<file path="config.mk">
export PLATFORM = sky130hd
export DESIGN_NAME = ifu_fetch_flat
export DESIGN_NICKNAME = d
export VERILOG_FILES = /design/src/rtl/ifu_fetch_if.sv /design/src/rtl/ifu_fetch.sv /design/src/flat_wrapper.sv
export SDC_FILE = /design/constraint.sdc
export NUM_CORES = 1
export LEC_CHECK = 0
export BUFFER_PORTS_ARGS = -buffer_cell sky130_fd_sc_hd__buf_4
export CORE_MARGIN = 5
export CORE_UTILIZATION = 48
export CTS_CLUSTER_SIZE = 24
export DETAILED_ROUTE_END_ITERATION = 10
export PLACE_DENSITY = 0.8
export SLEW_MARGIN = 20
export SYNTH_ARGS = -nofsm -noshare
export SYNTH_HDL_FRONTEND = slang
export SYNTH_SLANG_ARGS = --single-unit
</file>
<file path="constraint.sdc">
create_clock -name sys_clk -period 1.7 [get_ports sys_clk]
set_input_delay 0.085 -clock sys_clk [delete_from_list [all_inputs] [get_ports sys_clk]]
set_output_delay 0.085 -clock sys_clk [all_outputs]
set_load 0.05 [all_outputs]
</file>
<file path="src/rtl/ifu_fetch_if.sv">
// Bus bundles for the fetch unit: instruction-memory port and IDU handoff port.
// master = fetch unit side, slave = memory / IDU side.
interface ifu_imem_if;
  logic        req_valid;
  logic        req_ready;
  logic [31:0] req_addr;
  logic        resp_valid;
  logic [31:0] resp_data;
  logic        resp_err;

  modport master (
    output req_valid, req_addr,
    input  req_ready, resp_valid, resp_data, resp_err
  );

  modport slave (
    input  req_valid, req_addr,
    output req_ready, resp_valid, resp_data, resp_err
  );
endinterface

interface ifu_inst_if;
  logic        valid;
  logic        ready;
  logic [31:0] inst;
  logic [31:0] pc;
  logic        err;

  modport master (
    output valid, inst, pc, err,
    input  ready
  );

  modport slave (
    input  valid, inst, pc, err,
    output ready
  );
endinterface

</file>
<file path="src/rtl/ifu_fetch.sv">
// Non-pipelined instruction fetch: one word read per instruction, held for the
// IDU, then waits for writeback to supply the next PC.
//
// state  | meaning
// IDLE   | post-reset, moves to REQ next cycle
// REQ    | issue fetch of pc (or flag misaligned pc)
// WAIT   | request accepted, waiting for response
// HOLD   | instruction presented to IDU until inst_ready
// WAITPC | waiting for writeback to supply next pc
module ifu_fetch #(
  parameter logic [31:0] RESET_PC = 32'h8000_0000
) (
  input  logic        sys_clk,
  input  logic        sys_rst,
  ifu_imem_if.master  imem,
  ifu_inst_if.master  idu,
  input  logic        nxt_valid,
  input  logic [31:0] nxt_pc,
  output logic [31:0] pc,
  output logic [31:0] fetch_cnt
);

  typedef enum logic [2:0] {
    IDLE   = 3'd0,
    REQ    = 3'd1,
    WAIT   = 3'd2,
    HOLD   = 3'd3,
    WAITPC = 3'd4
  } state_t;

  state_t      state, state_nxt;
  logic [31:0] pc_q;
  logic [31:0] cnt_q;
  logic [31:0] inst_q;
  logic [31:0] inst_pc_q;
  logic        inst_err_q;

  logic        misaligned;
  logic        ld_fault;
  logic        ld_resp;
  logic        cnt_inc;
  logic        ld_pc;

  assign misaligned = |pc_q[1:0];

  always_ff @(posedge sys_clk or negedge sys_rst) begin
    if (!sys_rst) state <= IDLE;
    else          state <= state_nxt;
  end

  always_comb begin
    state_nxt = state;
    ld_fault  = 1'b0;
    ld_resp   = 1'b0;
    cnt_inc   = 1'b0;
    ld_pc     = 1'b0;
    case (state)
      IDLE: state_nxt = REQ;
      REQ: begin
        if (misaligned) begin
          ld_fault  = 1'b1;
          state_nxt = HOLD;
        end else if (imem.req_ready) begin
          state_nxt = WAIT;
        end
      end
      WAIT: begin
        if (imem.resp_valid) begin
          ld_resp   = 1'b1;
          state_nxt = HOLD;
        end
      end
      HOLD: begin
        if (idu.ready) begin
          cnt_inc   = 1'b1;
          state_nxt = WAITPC;
        end
      end
      WAITPC: begin
        if (nxt_valid) begin
          ld_pc     = 1'b1;
          state_nxt = REQ;
        end
      end
      default: state_nxt = IDLE;
    endcase
  end

  always_ff @(posedge sys_clk or negedge sys_rst) begin
    if (!sys_rst) begin
      pc_q       <= RESET_PC;
      cnt_q      <= 32'd0;
      inst_q     <= 32'd0;
      inst_pc_q  <= 32'd0;
      inst_err_q <= 1'b0;
    end else begin
      if (ld_pc) pc_q <= nxt_pc;
      if (cnt_inc) cnt_q <= cnt_q + 32'd1;
      // a misaligned pc never reaches memory; it is reported as a faulting zero word
      if (ld_fault) begin
        inst_q     <= 32'd0;
        inst_pc_q  <= pc_q;
        inst_err_q <= 1'b1;
      end else if (ld_resp) begin
        inst_q     <= imem.resp_data;
        inst_pc_q  <= pc_q;
        inst_err_q <= imem.resp_err;
      end
    end
  end

  // handshake valids depend only on registered state, never on inputs
  assign imem.req_valid = (state == REQ) && !misaligned;
  assign imem.req_addr  = pc_q;
  assign idu.valid      = (state == HOLD);
  assign idu.inst       = inst_q;
  assign idu.pc         = inst_pc_q;
  assign idu.err        = inst_err_q;
  assign pc             = pc_q;
  assign fetch_cnt      = cnt_q;

endmodule

</file>
<file path="src/flat_wrapper.sv">
// flat-port wrapper written by rule: the top's interface ports become plain ports
module ifu_fetch_flat 
#(
  parameter logic [31:0] RESET_PC = 32'h8000_0000
)
  (sys_clk, sys_rst, nxt_valid, nxt_pc, pc, fetch_cnt, imem_req_valid, imem_req_addr, imem_req_ready, imem_resp_valid, imem_resp_data, imem_resp_err, idu_valid, idu_inst, idu_pc, idu_err, idu_ready);
  ifu_imem_if imem_i ();
  ifu_inst_if idu_i ();
  input  logic sys_clk;
  input  logic sys_rst;
  input  logic nxt_valid;
  input  logic [31:0] nxt_pc;
  output logic [31:0] pc;
  output logic [31:0] fetch_cnt;
  output wire logic [$bits(imem_i.req_valid)-1:0] imem_req_valid;
  output wire logic [$bits(imem_i.req_addr)-1:0] imem_req_addr;
  input wire logic [$bits(imem_i.req_ready)-1:0] imem_req_ready;
  input wire logic [$bits(imem_i.resp_valid)-1:0] imem_resp_valid;
  input wire logic [$bits(imem_i.resp_data)-1:0] imem_resp_data;
  input wire logic [$bits(imem_i.resp_err)-1:0] imem_resp_err;
  output wire logic [$bits(idu_i.valid)-1:0] idu_valid;
  output wire logic [$bits(idu_i.inst)-1:0] idu_inst;
  output wire logic [$bits(idu_i.pc)-1:0] idu_pc;
  output wire logic [$bits(idu_i.err)-1:0] idu_err;
  input wire logic [$bits(idu_i.ready)-1:0] idu_ready;
  assign imem_req_valid = imem_i.req_valid;
  assign imem_req_addr = imem_i.req_addr;
  assign imem_i.req_ready = imem_req_ready;
  assign imem_i.resp_valid = imem_resp_valid;
  assign imem_i.resp_data = imem_resp_data;
  assign imem_i.resp_err = imem_resp_err;
  assign idu_valid = idu_i.valid;
  assign idu_inst = idu_i.inst;
  assign idu_pc = idu_i.pc;
  assign idu_err = idu_i.err;
  assign idu_i.ready = idu_ready;
  ifu_fetch #(.RESET_PC(RESET_PC)) u_core (.sys_clk(sys_clk), .sys_rst(sys_rst), .imem(imem_i), .idu(idu_i), .nxt_valid(nxt_valid), .nxt_pc(nxt_pc), .pc(pc), .fetch_cnt(fetch_cnt));
endmodule
</file>
Word-level counts from Yosys, hierarchy flattened:

Index checks and enable logic that the tools add are counted.

* register bits: 132
* word-level logic and storage cells: 41

* add/subtract/negate cells: 1
* equal/unequal tests: 8
* multiplexer cells: 20
* reduce and logical (&&, ||, !) cells: 6

Operators by type and width (number)
* 32-bit two-way mux: 4
* 32-bit by 1-bit adder with 32-bit output (second input constant): 1
* 3-bit two-way mux: 5
* 3-bit case mux with 5 select lines: 1
* 1-bit two-way mux: 10
* 3-bit by 2-bit == test with 1-bit output (second input constant): 2
* 2-bit != test (second input constant): 2
* 4-bit AND reduction: 1
* 3-bit by 1-bit == test with 1-bit output (second input constant): 1
* 3-bit == test (second input constant): 1
* 3-bit zero test: 1
* 3-bit by 2-bit != test with 1-bit output (second input constant): 1
* 2-bit by 1-bit != test with 1-bit output (second input constant): 1
* 2-bit nonzero test: 1
* 2-bit OR reduction: 1
* 1-bit logical AND: 1
* 1-bit zero test: 1

Depth between registers and ports, before layout:

Gate-level depths: netlist (run 1).

* depth in word-level cells: 4
* gate-level depth with buffers: 7
* depth with buffers taken out: 4

Worst setup path before layout (run 1):

OpenSTA, ideal clock, no wires.

* path kind: reg2reg
* start: register u_core.cnt_q[7], in the netlist u_core.fetch_cnt[7]
* end: register u_core.cnt_q[27], in the netlist u_core.fetch_cnt[27]
* setup time: 0.082 ns
* arrival: 1.712 ns
* data required time: 1.618 ns
* setup slack: -0.094 ns
* stages on the path, launching flop included: 6
* clock period less this slack: 1.794 ns
* cell sequence: dfrtp_1 nand4_2 or2_1 buf_6 nor4_2 xor2_1

* cells in the longest elaborated chain, start to end: 1

Ends and longest elaborated chain
* from (decl): line ifu_fetch.sv:33 `logic [31:0] cnt_q;`
* from (signal assigned): line ifu_fetch.sv:98 `if (cnt_inc) cnt_q <= cnt_q + 32'd1;`
* 32-bit by 1-bit adder with 32-bit output: line ifu_fetch.sv:98

No other way between the ends.
A chain may end at the register's enable or synchronous reset.

Worst setup path after layout (run 1):

* start: register u_core.state[1]
* end: register u_core.inst_pc_q[14], in the netlist u_core.idu.pc[14]

* cells in the longest elaborated chain, start to end: 3
* elaborated cells between the ends (all ways): 6
* those cells by class: eq/ne: 2; mux: 3; reduce/logical: 1

Ends and longest elaborated chain
* from (decl): line ifu_fetch.sv:31 `state_t state, state_nxt;`
* from (signal assigned): line ifu_fetch.sv:48 `else state <= state_nxt;`
* 3-bit by 1-bit == test with 1-bit output or 3-bit by 2-bit == test with 1-bit output (tied branches): line ifu_fetch.sv:57 `case (state)`
* 1-bit two-way mux: line ifu_fetch.sv:57
* 32-bit two-way mux or 2-bit nonzero test (tied branches)
* to (signal assigned): line ifu_fetch.sv:102 `inst_pc_q <= pc_q;`
* to (signal assigned): line ifu_fetch.sv:106 `inst_pc_q <= pc_q;`
* to (decl): line ifu_fetch.sv:35 `logic [31:0] inst_pc_q;`

Several ways; a longest one is shown, not always the timed one.

==> results of run 1 <==
## Yosys cell counts, types with 7 or more instances
master | n | area, um^2
mux2_4 | 17 | 255
a22o_1 | 33 | 289
mux2_2 | 46 | 518
nand4_1 | 16 | 100
buf_4 | 36 | 270
and3_1 | 7 | 43.8
nand2_1 | 11 | 41.3
xor2_1 | 9 | 78.8
buf_2 | 10 | 50.1
nand3_1 | 10 | 50.1
xnor2_1 | 22 | 193
dfrtp_1 | 131 | 3280
## per-layer routing
| metal | share of wire | vias to the layer above |
|---|---|---|
| li1 | - | 1971 |
| met1 | 0.38 | 2159 |
| met2 | 0.52 | 213 |
| met3 | 0.088 | 25 |
| met4 | 0.018 | 0 |
| met5 | 0 | - |
## cells in the final DEF (no fill, tap or decap), types with 15 or more instances in the layout
cell type,instances
mux2_4,17
buf_4,239
mux2_2,46
dlygate4sd3_1,68
xnor2_1,22
clkbuf_16,18
dfrtp_2,15
nand4_1,16
a22o_1,33
dfrtp_1,116
## state kept, by name (all words and copies together), names as in the netlist
signal,flops
u_core.imem.req_addr,32
u_core.idu.err,1
u_core.idu.pc,32
u_core.idu.inst,32
u_core.fetch_cnt,32
u_core.state,3
## tightest hold or removal path, delay by kind of cell
family                 cells  cell delay [ns]
AOI/OAI and AO/OA          1             0.15
buffers and inverters      2             0.20
## metrics by stage
step,cells,setup WS [ns]
6_report,834,0.0694
2_1_floorplan,403,0.000187
5_1_grt,834,0.0104
4_1_cts,833,0.00367
3_3_place_gp,737,0.102
3_5_place_dp,737,0.0240
## power groups by stage
stage	combinational (mW)	sequential, mW	clock [mW]
6_report	10.6	5.19	3.37
5_1_grt	11.0	5.34	3.58
4_1_cts	10.4	5.15	3.42
3_5_place_dp	10.3	5.16	0
3_3_place_gp	10.2	5.12	0
2_1_floorplan	4.13	8.58	0
## worst max-delay path by stage
stage / start / end / slack [ns] / cells after the start
2_1_floorplan: u_core.imem.req_addr[1] / u_core.idu.pc[14] / 0.0002 / 5
3_3_place_gp: u_core.state[0] / u_core.idu.pc[29] / 0.10 / 5
3_5_place_dp: u_core.state[1] / u_core.fetch_cnt[9] / 0.02 / 4
4_1_cts: u_core.state[1] / u_core.fetch_cnt[9] / 0.004 / 4
5_1_grt: u_core.fetch_cnt[14] / u_core.fetch_cnt[23] / 0.01 / 4
6_report: u_core.state[1] / u_core.idu.pc[14] / 0.07 / 5
## cell families after synthesis
family,after synthesis
multiplexers,64
AO/OA/AOI/OAI,43
adder cells (fa/ha/maj),1
AND/OR/NAND/NOR,76
buffers and inverters,56
flip-flops,132
XOR/XNOR,31
## cell type report
cell class	count	area [um^2]
tap	143	179
fill	696	2840
clock inverter	5	52.6
clock buffer	23	488
sequential	132	3320
timing repair buffer	314	2620
inverter	2	7.51
multi-input combinational	215	1910
## timing repair
action	CTS	global route
hold buffers	68	0
endpoints found under the setup margin	0	50
gates resized for setup	0	6
endpoints found under the hold margin	198	0
buffers inserted	0	0
==> results by group, run 1 <==
Outcome
  • Status: finished, final reports clean

Setup path
  • Crit-path max cell delay: 0.46 ns
  • Sequence of cells on the critical path: nor2b_2, o21ai_1, a21o_4, buf_12, mux2_4
  • Critical Path RT: 1.99 ns
  • Worst reg-to-reg path cell count: 5
  • Startpoint types: register
  • Slowest stage cell, crit path: dfrtp_2
  • R2r setup slk: 0.07 ns
  • Critical path class: reg -> reg
  • Largest delay share family, worst path: flip-flops
  • CP Max Fanout: 18
  • Worst r2r dst: u_core.idu.pc[14]
  • Setup crit end kind: register
  • CP bufs+invs: 1
  • RR Startpoint: u_core.state[1]
  • CP Data Arrival Time: 1.92 ns

STA
  • Worst hold slack: 0.0505 ns
  • Minimum clock period: 1.63 ns
  • Hold Fails Final Rpt: 0
  • Max Slew Vio Count: 0
  • Max-slew headroom: 0.656
  • Worst Tran Pin Value: 0.515 ns
  • Max Clk Rate: 613 MHz
  • Finish-stage setup viols: 0
  • Setup_tns: 0 ns
  • Final period util: 0.959
  • RSZ-0062 raised after global routing: false
  • Clock Skew: 0.00696 ns

Worst hold path
  • Critical hold path startpoint: nxt_valid
  • Hold EP: u_core.state[2]
  • Hold Crit Class: in -> reg
  • Hold path cells: 3

Power
  • Gate power share: 0.553
  • Switch Pwr: 9.13 mW
  • PD cells: 2230 mW/mm^2
  • Leak Pwr: 4.39 nW
  • Max IR drop VDD: 2.19 mV
  • Switch share: 0.477
  • Clock Power Share: 0.176
  • Design Power: 19.1 mW
  • Share of total power in sequential cells: 0.271
  • P_int: 10.0 mW

Clocking
  • Clk_lat worst skew: 0.41 ns
  • Root Driver: clkbuf_16
  • Sink Count: 132
  • Clk buf depth: 2
  • Num CTS Buffers: 17
  • CTS H-Tree Depth: 4
  • Worst-path clk slew: 0.05 ns
  • CTS tree: built

Final layout
  • Diodes inserted: 0
  • Layout cells sized above 1: 0.524
  • Final #Nets: 754
  • Area Growth Syn to Fin: 53.2%
  • Post-route cell area: 0.00858 mm^2
  • Core Util, Final: 0.751

Route
  • Drt wl/cell: 19.1 um
  • Detailed Route Iter0 Violations: 307
  • Via Count: 4368
  • # DRC: 0
  • DRT Wirelength: 16000 um
  • DRT Pass-1 Iters: 6
  • Vias per Instance: 5.24
  • Detail Route Antenna Nets: 0

Yosys
  • Ys flop type: dfrtp_1
  • XOR/XNOR Fraction of Synth Area: 0.0485
  • Largest family of logic cells by synthesized area: multiplexers
  • Post-synthesis adder-cell area fraction: 0.00223
  • Syn Nets: 475
  • Yosys reg bits: 132
  • Post-synthesis average cell area: 13.9 um^2
  • Seq/Total Area, Yosys: 0.590
  • Synthesized area: 0.00560 mm^2
  • Cells after Synth: 403
  • Syn. warnings: 0
  • EDFF count, synth: 0
  • Mux share of post-synthesis cell area: 0.140
  • Netlist cell types: 38
  • Compound-gate portion of the synthesized area: 0.0621
  • Synth Area in Simple Gates: 0.0851
  • Synth async-reset ratio: 1.00

Flow run
  • MaxCap Viol Count: 0

GRT
  • Met1 Track Usage GR: 0.268
  • GRT busiest layer: met2
  • First-pass GRT wire length: 25800 um
  • Met2 Usage GRT: 0.394
  • Vias in the first global route: 4708
  • Gr usage total: 0.232
  • Initial antenna violation count: 0
  • Grt ovf: 0
  • Largest net degree at the start of global routing: 73
  • Met3 global-route usage: 0.0894

Floorplan
  • Site row count: 39
  • Core footprint: 0.0114 mm^2
  • Die width: 118 um
  • Starting Density: 0.490
  • Die area: 0.0139 mm^2
  • IO Pins: 234
  • Chip Height: 118 um

Placed design
  • Dpl hpwl: 10200 um
  • Placed cell areas: 0.00732 mm^2
  • Final GP Congestion: 0.778
  • Buffers on Ports: 233
No activity file was read; power rests on OpenSTA's default activity.
==> run 2, diff against run 1 <==
--- a/config.mk
+++ b/config.mk
@@ -6,6 +6,7 @@
 export NUM_CORES = 1
 export LEC_CHECK = 0
 export BUFFER_PORTS_ARGS = -buffer_cell sky130_fd_sc_hd__buf_4
+export CORE_ASPECT_RATIO = 1.25
 export CORE_MARGIN = 5
 export CORE_UTILIZATION = 48
 export CTS_CLUSTER_SIZE = 24
==> run 2 against run 1 <==
  * Die area about the same
  * Routed wire length down 3.8%
  * Combinational power about the same
==> results by group, run 2 (synthesis gave the netlist of run 1 again) <==
Final layout
  • Final #Nets: 754 (unchanged)
  • Most frequent cells in the layout: buf_4 (240), dfrtp_1 (117), dlygate4sd3_1 (68)
  • Non-filler cells, final: 833 (-0.12%)
  • Area of the multi-input gates: 0.00190 mm^2 (-0.46%)
  • Post-route cell area: 0.00863 mm^2 (+0.61%)
  • Layout cells sized above 1: 0.524 (about the same)
  • Sequential cell area: 0.00332 mm^2 (about the same)
  • Commonest non-fill, non-tap cell in the layout: buf_4
  • Diodes inserted: 0 (unchanged)
  • Area Growth Syn to Fin: 54.1%
  • Filler cells: 684 (-1.7%)
  • Core Util, Final: 0.750 (-0.00115)

Clocking
  • Worst-path clk slew: 0.06 ns (about the same)
  • Clk buf depth: 2 (unchanged)
  • Root Driver: clkbuf_16
  • CTS H-Tree Depth: 4 (unchanged)
  • Sink Count: 132 (unchanged)
  • Clk_lat worst skew: 0.40 ns (about the same)
  • Num CTS Buffers: 17 (unchanged)
  • CTS tree: built

Placed design
  • DP Cell Count: 733 (-0.54%)
  • Placed cell areas: 0.00730 mm^2 (-0.15%)
  • Dpl ws: 0.0218 ns (-0.00228 ns)
  • Final GP Congestion: 0.790 (+1.5%)
  • Buffers on Ports: 233 (unchanged)
  • Dpl hpwl: 10200 um (-0.19%)

Route
  • DRT Pass-1 Iters: 4 (-2)
  • Wl on met1: 5850 um (-2.8%)
  • Detailed Route Iter0 Violations: 190 (-38%)
  • # DRC: 0 (unchanged)
  • Detail Route Antenna Nets: 0 (unchanged)
  • Via Count: 4357 (-0.25%)
  • Top Metal Used: met4
  • Wire length on met2: 7990 um (-3.0%)
  • Vias per Instance: 5.23 (-0.13%)
  • Drt wl/cell: 18.4 um (-3.7%)
  • DR WL met3: 1240 um (-12%)
  • DRT Wirelength: 15300 um (-3.8%)

Floorplan
  • Site row count: 44 (+13%)
  • Die width: 107 um (-9.7%)
  • Core footprint: 0.0115 mm^2 (+0.77%)
  • Chip Height: 131 um (+11%)
  • Starting Density: 0.487 (-0.00373)
  • IO Pins: 234 (unchanged)
  • Die area: 0.0139 mm^2 (about the same)

STA
  • Max-slew headroom: 0.667 (+0.0110)
  • Max Slew Vio Count: 0 (unchanged)
  • Hold Fails Final Rpt: 0 (unchanged)
  • Finish-stage setup viols: 0 (unchanged)
  • Setup_tns: 0 ns (unchanged)
  • Worst Slack Setup Final: 0.0410 ns (-0.0285 ns)
  • Worst hold slack: 0.0288 ns (-0.0217 ns)
  • Worst Tran Pin Value: 0.498 ns (-0.0165 ns)
  • Minimum clock period: 1.66 ns (+0.0285 ns)
  • Final period util: 0.976 (+0.0168)
  • Clock Skew: 0.00974 ns (+0.00278 ns)
  • Max Clk Rate: 603 MHz (-1.7%)

GRT
  • Gr usage total: 0.219 (-0.0125)
  • Largest net degree at the start of global routing: 58 (-21%)
  • First-pass GRT wire length: 23800 um (-7.7%)
  • Grt ovf: 0 (unchanged)
  • Initial antenna violation count: 0 (unchanged)
  • Vias in the first global route: 4634 (-1.6%)

Setup path
  • Startpoint types: register
  • Setup crit end kind: register
  • CP Max Fanout: 42 (+24)
  • Critical path class: reg -> reg
  • Critical Path RT: 1.98 ns (about the same)
  • CP Data Arrival Time: 1.94 ns (+0.02 ns)

Power
  • Design Power: 19.5 mW (+1.7%)
  • Leak Pwr: 4.41 nW (+0.56%)
  • Max IR drop VDD: 1.88 mV (-14%)
  • PD cells: 2250 mW/mm^2 (+1.1%)

Worst hold path
  • Hold Crit Class: in -> reg

Outcome
  • Status: finished, final reports clean

Flow run
  • MaxCap Viol Count: 0 (unchanged)
run 2: changes by cell type in the layout (fill, tap and decap cells not counted), sizes merged:
cell / delta
clkinvlp: +2
buf: +1
clkinv: +2
clkbuf: -4
bufinv: +3
run 2: per-layer routing:
layer,vias to the layer above,GRT usage
met4,0,0.0707
met3,28,0.0678
met2,220,0.384
met1,2140,0.259
li1,1969,-
met5,-,0
run 2: final timing paths:
| path | cells after the start | from | end | slack, ns |
|---|---|---|---|---|
| setup / recovery | 5 | u_core.state[0] | u_core.idu.pc[26] | 0.04 |
| hold / removal | 3 | nxt_valid | u_core.state[2] | 0.03 |
| setup reg to reg | 5 | u_core.state[0] | u_core.idu.pc[26] | 0.04 |
| hold reg to reg | 1 | u_core.fetch_cnt[31] | u_core.fetch_cnt[31] | 0.47 |
| max in group asynchronous | 3 | sys_rst | u_core.imem.req_addr[31] | 0.88 |
| min in group asynchronous | 2 | sys_rst | u_core.fetch_cnt[30] | 0.17 |
run 2: layout make-up:
type	instances	area share
sequential	132	0.385
timing repair buffer	314	0.301
clock inverter	12	0.0207
clock buffer	20	0.0529
inverter	2	0.000870
multi-input combinational	215	0.220
tap	138	0.0200
run 2: where the power goes:
part	switching, mW	total [mW]	leakage (nW)	internal, mW
clock	1.35	3.88	0.302	2.53
sequential	0.920	5.17	1.73	4.25
combinational	6.90	10.4	2.38	3.51
run 2: worst max-delay path: stages (launching register included):
cell     delay, ns
dfrtp_1       0.43
nor2b_2       0.23
o21ai_1       0.09
a21o_2        0.25
buf_12        0.19
mux2_4        0.32
run 2: what timing repair did:
action / CTS / global route
setup buffers: 0 / 0
gates resized for setup: 0 / 3
hold buffers: 68 / 0
endpoints found under the setup margin: 0 / 22
endpoints found under the hold margin: 95 / 0
==> run 3, diff against run 2 <==
--- a/config.mk
+++ b/config.mk
@@ -12,6 +12,7 @@
 export CTS_CLUSTER_SIZE = 24
 export DETAILED_ROUTE_END_ITERATION = 10
 export PLACE_DENSITY = 0.8
+export RECOVER_POWER = 100
 export SLEW_MARGIN = 20
 export SYNTH_ARGS = -nofsm -noshare
 export SYNTH_HDL_FRONTEND = slang
==> run 3 against run 2 <==
  * Total power down 6.6%
  * Non-clock buffer count unchanged
  * Register-to-register slack about the same
  * Core utilization down 5.5 points
  * Combinational power down 12%
  * Cell count unchanged
  * Critical endpoint unchanged
  * Largest cell class unchanged
  * Largest power group unchanged
==> results by group, run 3 (synthesis gave the netlist of run 1 again) <==
Setup path
  • Slowest stage cell, crit path: dfrtp_1
  • Critical Path RT: 1.98 ns (about the same)
  • Worst r2r dst: u_core.idu.pc[26]
  • Setup crit end kind: register
  • R2r setup slk: 0.04 ns (about the same)
  • Critical path class: reg -> reg
  • Worst reg-to-reg path cell count: 5 (unchanged)
  • Sequence of cells on the critical path: nor2b_2, o21ai_1, a21o_2, buf_12, mux2_4
  • CP Max Fanout: 42 (unchanged)
  • CP Data Arrival Time: 1.94 ns (about the same)
  • RR Startpoint: u_core.state[0]
  • Crit-path max cell delay: 0.43 ns (about the same)
  • Startpoint types: register

STA
  • Hold Fails Final Rpt: 0 (unchanged)
  • Max Slew Vio Count: 0 (unchanged)
  • Max Clk Rate: 603 MHz (about the same)
  • Worst hold slack: 0.0299 ns (+0.00106 ns)
  • Max-slew headroom: 0.463 (-0.203)
  • Setup_tns: 0 ns (unchanged)
  • Finish-stage setup viols: 0 (unchanged)
  • Clock Skew: 0.00913 ns (-0.000606 ns)
  • Minimum clock period: 1.66 ns (-0.00122 ns)
  • Worst Tran Pin Value: 0.805 ns (+0.307 ns)
  • Final period util: 0.975 (about the same)

Placed design
  • Buffers on Ports: 233 (unchanged)
  • Dpl hpwl: 10200 um (unchanged)
  • Placed cell areas: 0.00730 mm^2 (unchanged)
  • Final GP Congestion: 0.790 (unchanged)
  • DP Cell Count: 733 (unchanged)

Clocking
  • Worst-path clk slew: 0.06 ns (about the same)
  • CTS tree: built
  • Sink Count: 132 (unchanged)
  • Clk_lat worst skew: 0.40 ns (about the same)
  • CTS H-Tree Depth: 4 (unchanged)
  • Root Driver: clkbuf_16
  • Num CTS Buffers: 17 (unchanged)
  • Clk buf depth: 2 (unchanged)

Power
  • Leak Pwr: 3.76 nW (-15%)
  • Max IR drop VDD: 1.67 mV (-11%)
  • PD cells: 2270 mW/mm^2 (+0.82%)

GRT
  • First-pass GRT wire length: 23800 um (unchanged)
  • Grt ovf: 0 (unchanged)
  • Largest net degree at the start of global routing: 58 (unchanged)
  • Initial antenna violation count: 0 (unchanged)
  • Vias in the first global route: 4634 (unchanged)
  • Gr usage total: 0.219 (unchanged)

Final layout
  • Commonest non-fill, non-tap cell in the layout: clkbuf_1
  • Area Growth Syn to Fin: 42.7%
  • Non-filler cells, final: 833 (unchanged)
  • Area of the multi-input gates: 0.00190 mm^2 (unchanged)
  • Core Util, Final: 0.695 (-0.0555)
  • Diodes inserted: 0 (unchanged)
  • Final #Nets: 754 (unchanged)
  • Filler cells: 926 (+35%)
  • Post-route cell area: 0.00799 mm^2 (-7.4%)
  • Sequential cell area: 0.00332 mm^2 (about the same)
  • Most frequent cells in the layout: clkbuf_1 (160), dfrtp_1 (118), buf_4 (76)
  • Layout cells sized above 1: 0.294 (-0.230)

Worst hold path
  • Hold Crit Class: in -> reg
  • Critical hold path startpoint: nxt_valid
  • Hold EP: u_core.state[2]
  • Hold path cells: 3 (unchanged)

Floorplan
  • Chip Height: 131 um (unchanged)
  • Die area: 0.0139 mm^2 (unchanged)
  • Site row count: 44 (unchanged)
  • IO Pins: 234 (unchanged)
  • Core footprint: 0.0115 mm^2 (unchanged)
  • Die width: 107 um (unchanged)
  • Starting Density: 0.487 (unchanged)

Route
  • Vias per Instance: 5.21 (-0.46%)
  • DR WL met3: 1210 um (-2.2%)
  • DRT Pass-1 Iters: 4 (unchanged)
  • Top Metal Used: met4
  • Detail Route Antenna Nets: 0 (unchanged)
  • Wire length on met2: 7970 um (-0.29%)
  • Via Count: 4337 (-0.46%)
  • Wl on met1: 5860 um (about the same)
  • # DRC: 0 (unchanged)
  • DRT Wirelength: 15300 um (-0.22%)
  • Drt wl/cell: 18.4 um (-0.22%)
  • Detailed Route Iter0 Violations: 177 (-6.8%)

Flow run
  • MaxCap Viol Count: 0 (unchanged)

Outcome
  • Status: finished, final reports clean
[run 3: cell types whose count changed in the layout (fill, tap and decap cells not counted), sizes merged]
cell,before,now
buf,246,81
clkbuf,20,185
[run 3: power breakdown]
part	switching [mW]	internal [mW]	leakage, nW
logic	6.88	2.28	1.73
registers	0.883	4.24	1.73
clock network	1.35	2.53	0.302
[run 3: metal layers]
metal	GRT usage	vias up
met5	0	-
met2	0.384	204
met1	0.259	2133
li1	-	1973
met4	0.0707	0
met3	0.0678	27
[run 3: what timing repair did]
item                                    4_1_cts  5_1_grt
endpoints found under the setup margin        0       22
gates resized for setup                       0        3
hold buffers                                 68        0
hold endpoints to repair                     95        0
setup buffers                                 0        0
[run 3: stage by stage]
step           power (mW)  worst slack (ns)
2_1_floorplan        12.7          0.000187
3_3_place_gp         15.2             0.107
3_5_place_dp         15.4            0.0218
4_1_cts              19.5            0.0135
5_1_grt              18.9           -0.0108
6_report             18.2            0.0422
[run 3: worst max-delay path, delay by kind of cell (launching register included)]
kind	cells	cell delay, ns
multiplexers	1	0.32
AO/OA/AOI/OAI	2	0.34
flip-flops	1	0.43
AND/OR/NAND/NOR	1	0.23
buffers and inverters	1	0.19
[run 3: layout make-up]
| type | instances | area share |
|---|---|---|
| flip-flops and latches | 132 | 0.415 |
| inverters | 2 | 0.000939 |
| well taps | 138 | 0.0216 |
| multi-input cells | 215 | 0.238 |
| repair buffers | 314 | 0.245 |
| clock inverters | 12 | 0.0224 |
| clock buffers | 20 | 0.0571 |
[run 3: worst max-delay path by stage]
| stage | start | to | slack, ns | depth (start not counted) |
|---|---|---|---|---|
| 6_report | u_core.state[0] | u_core.idu.pc[26] | 0.04 | 5 |
| 5_1_grt | u_core.state[0] | u_core.idu.pc[26] | -0.01 | 5 |
| 4_1_cts | u_core.state[1] | u_core.fetch_cnt[28] | 0.01 | 5 |
| 3_5_place_dp | u_core.state[1] | u_core.fetch_cnt[28] | 0.02 | 5 |
| 3_3_place_gp | u_core.state[0] | u_core.idu.pc[5] | 0.11 | 5 |
| 2_1_floorplan | u_core.imem.req_addr[1] | u_core.idu.pc[14] | 0.0002 | 5 |
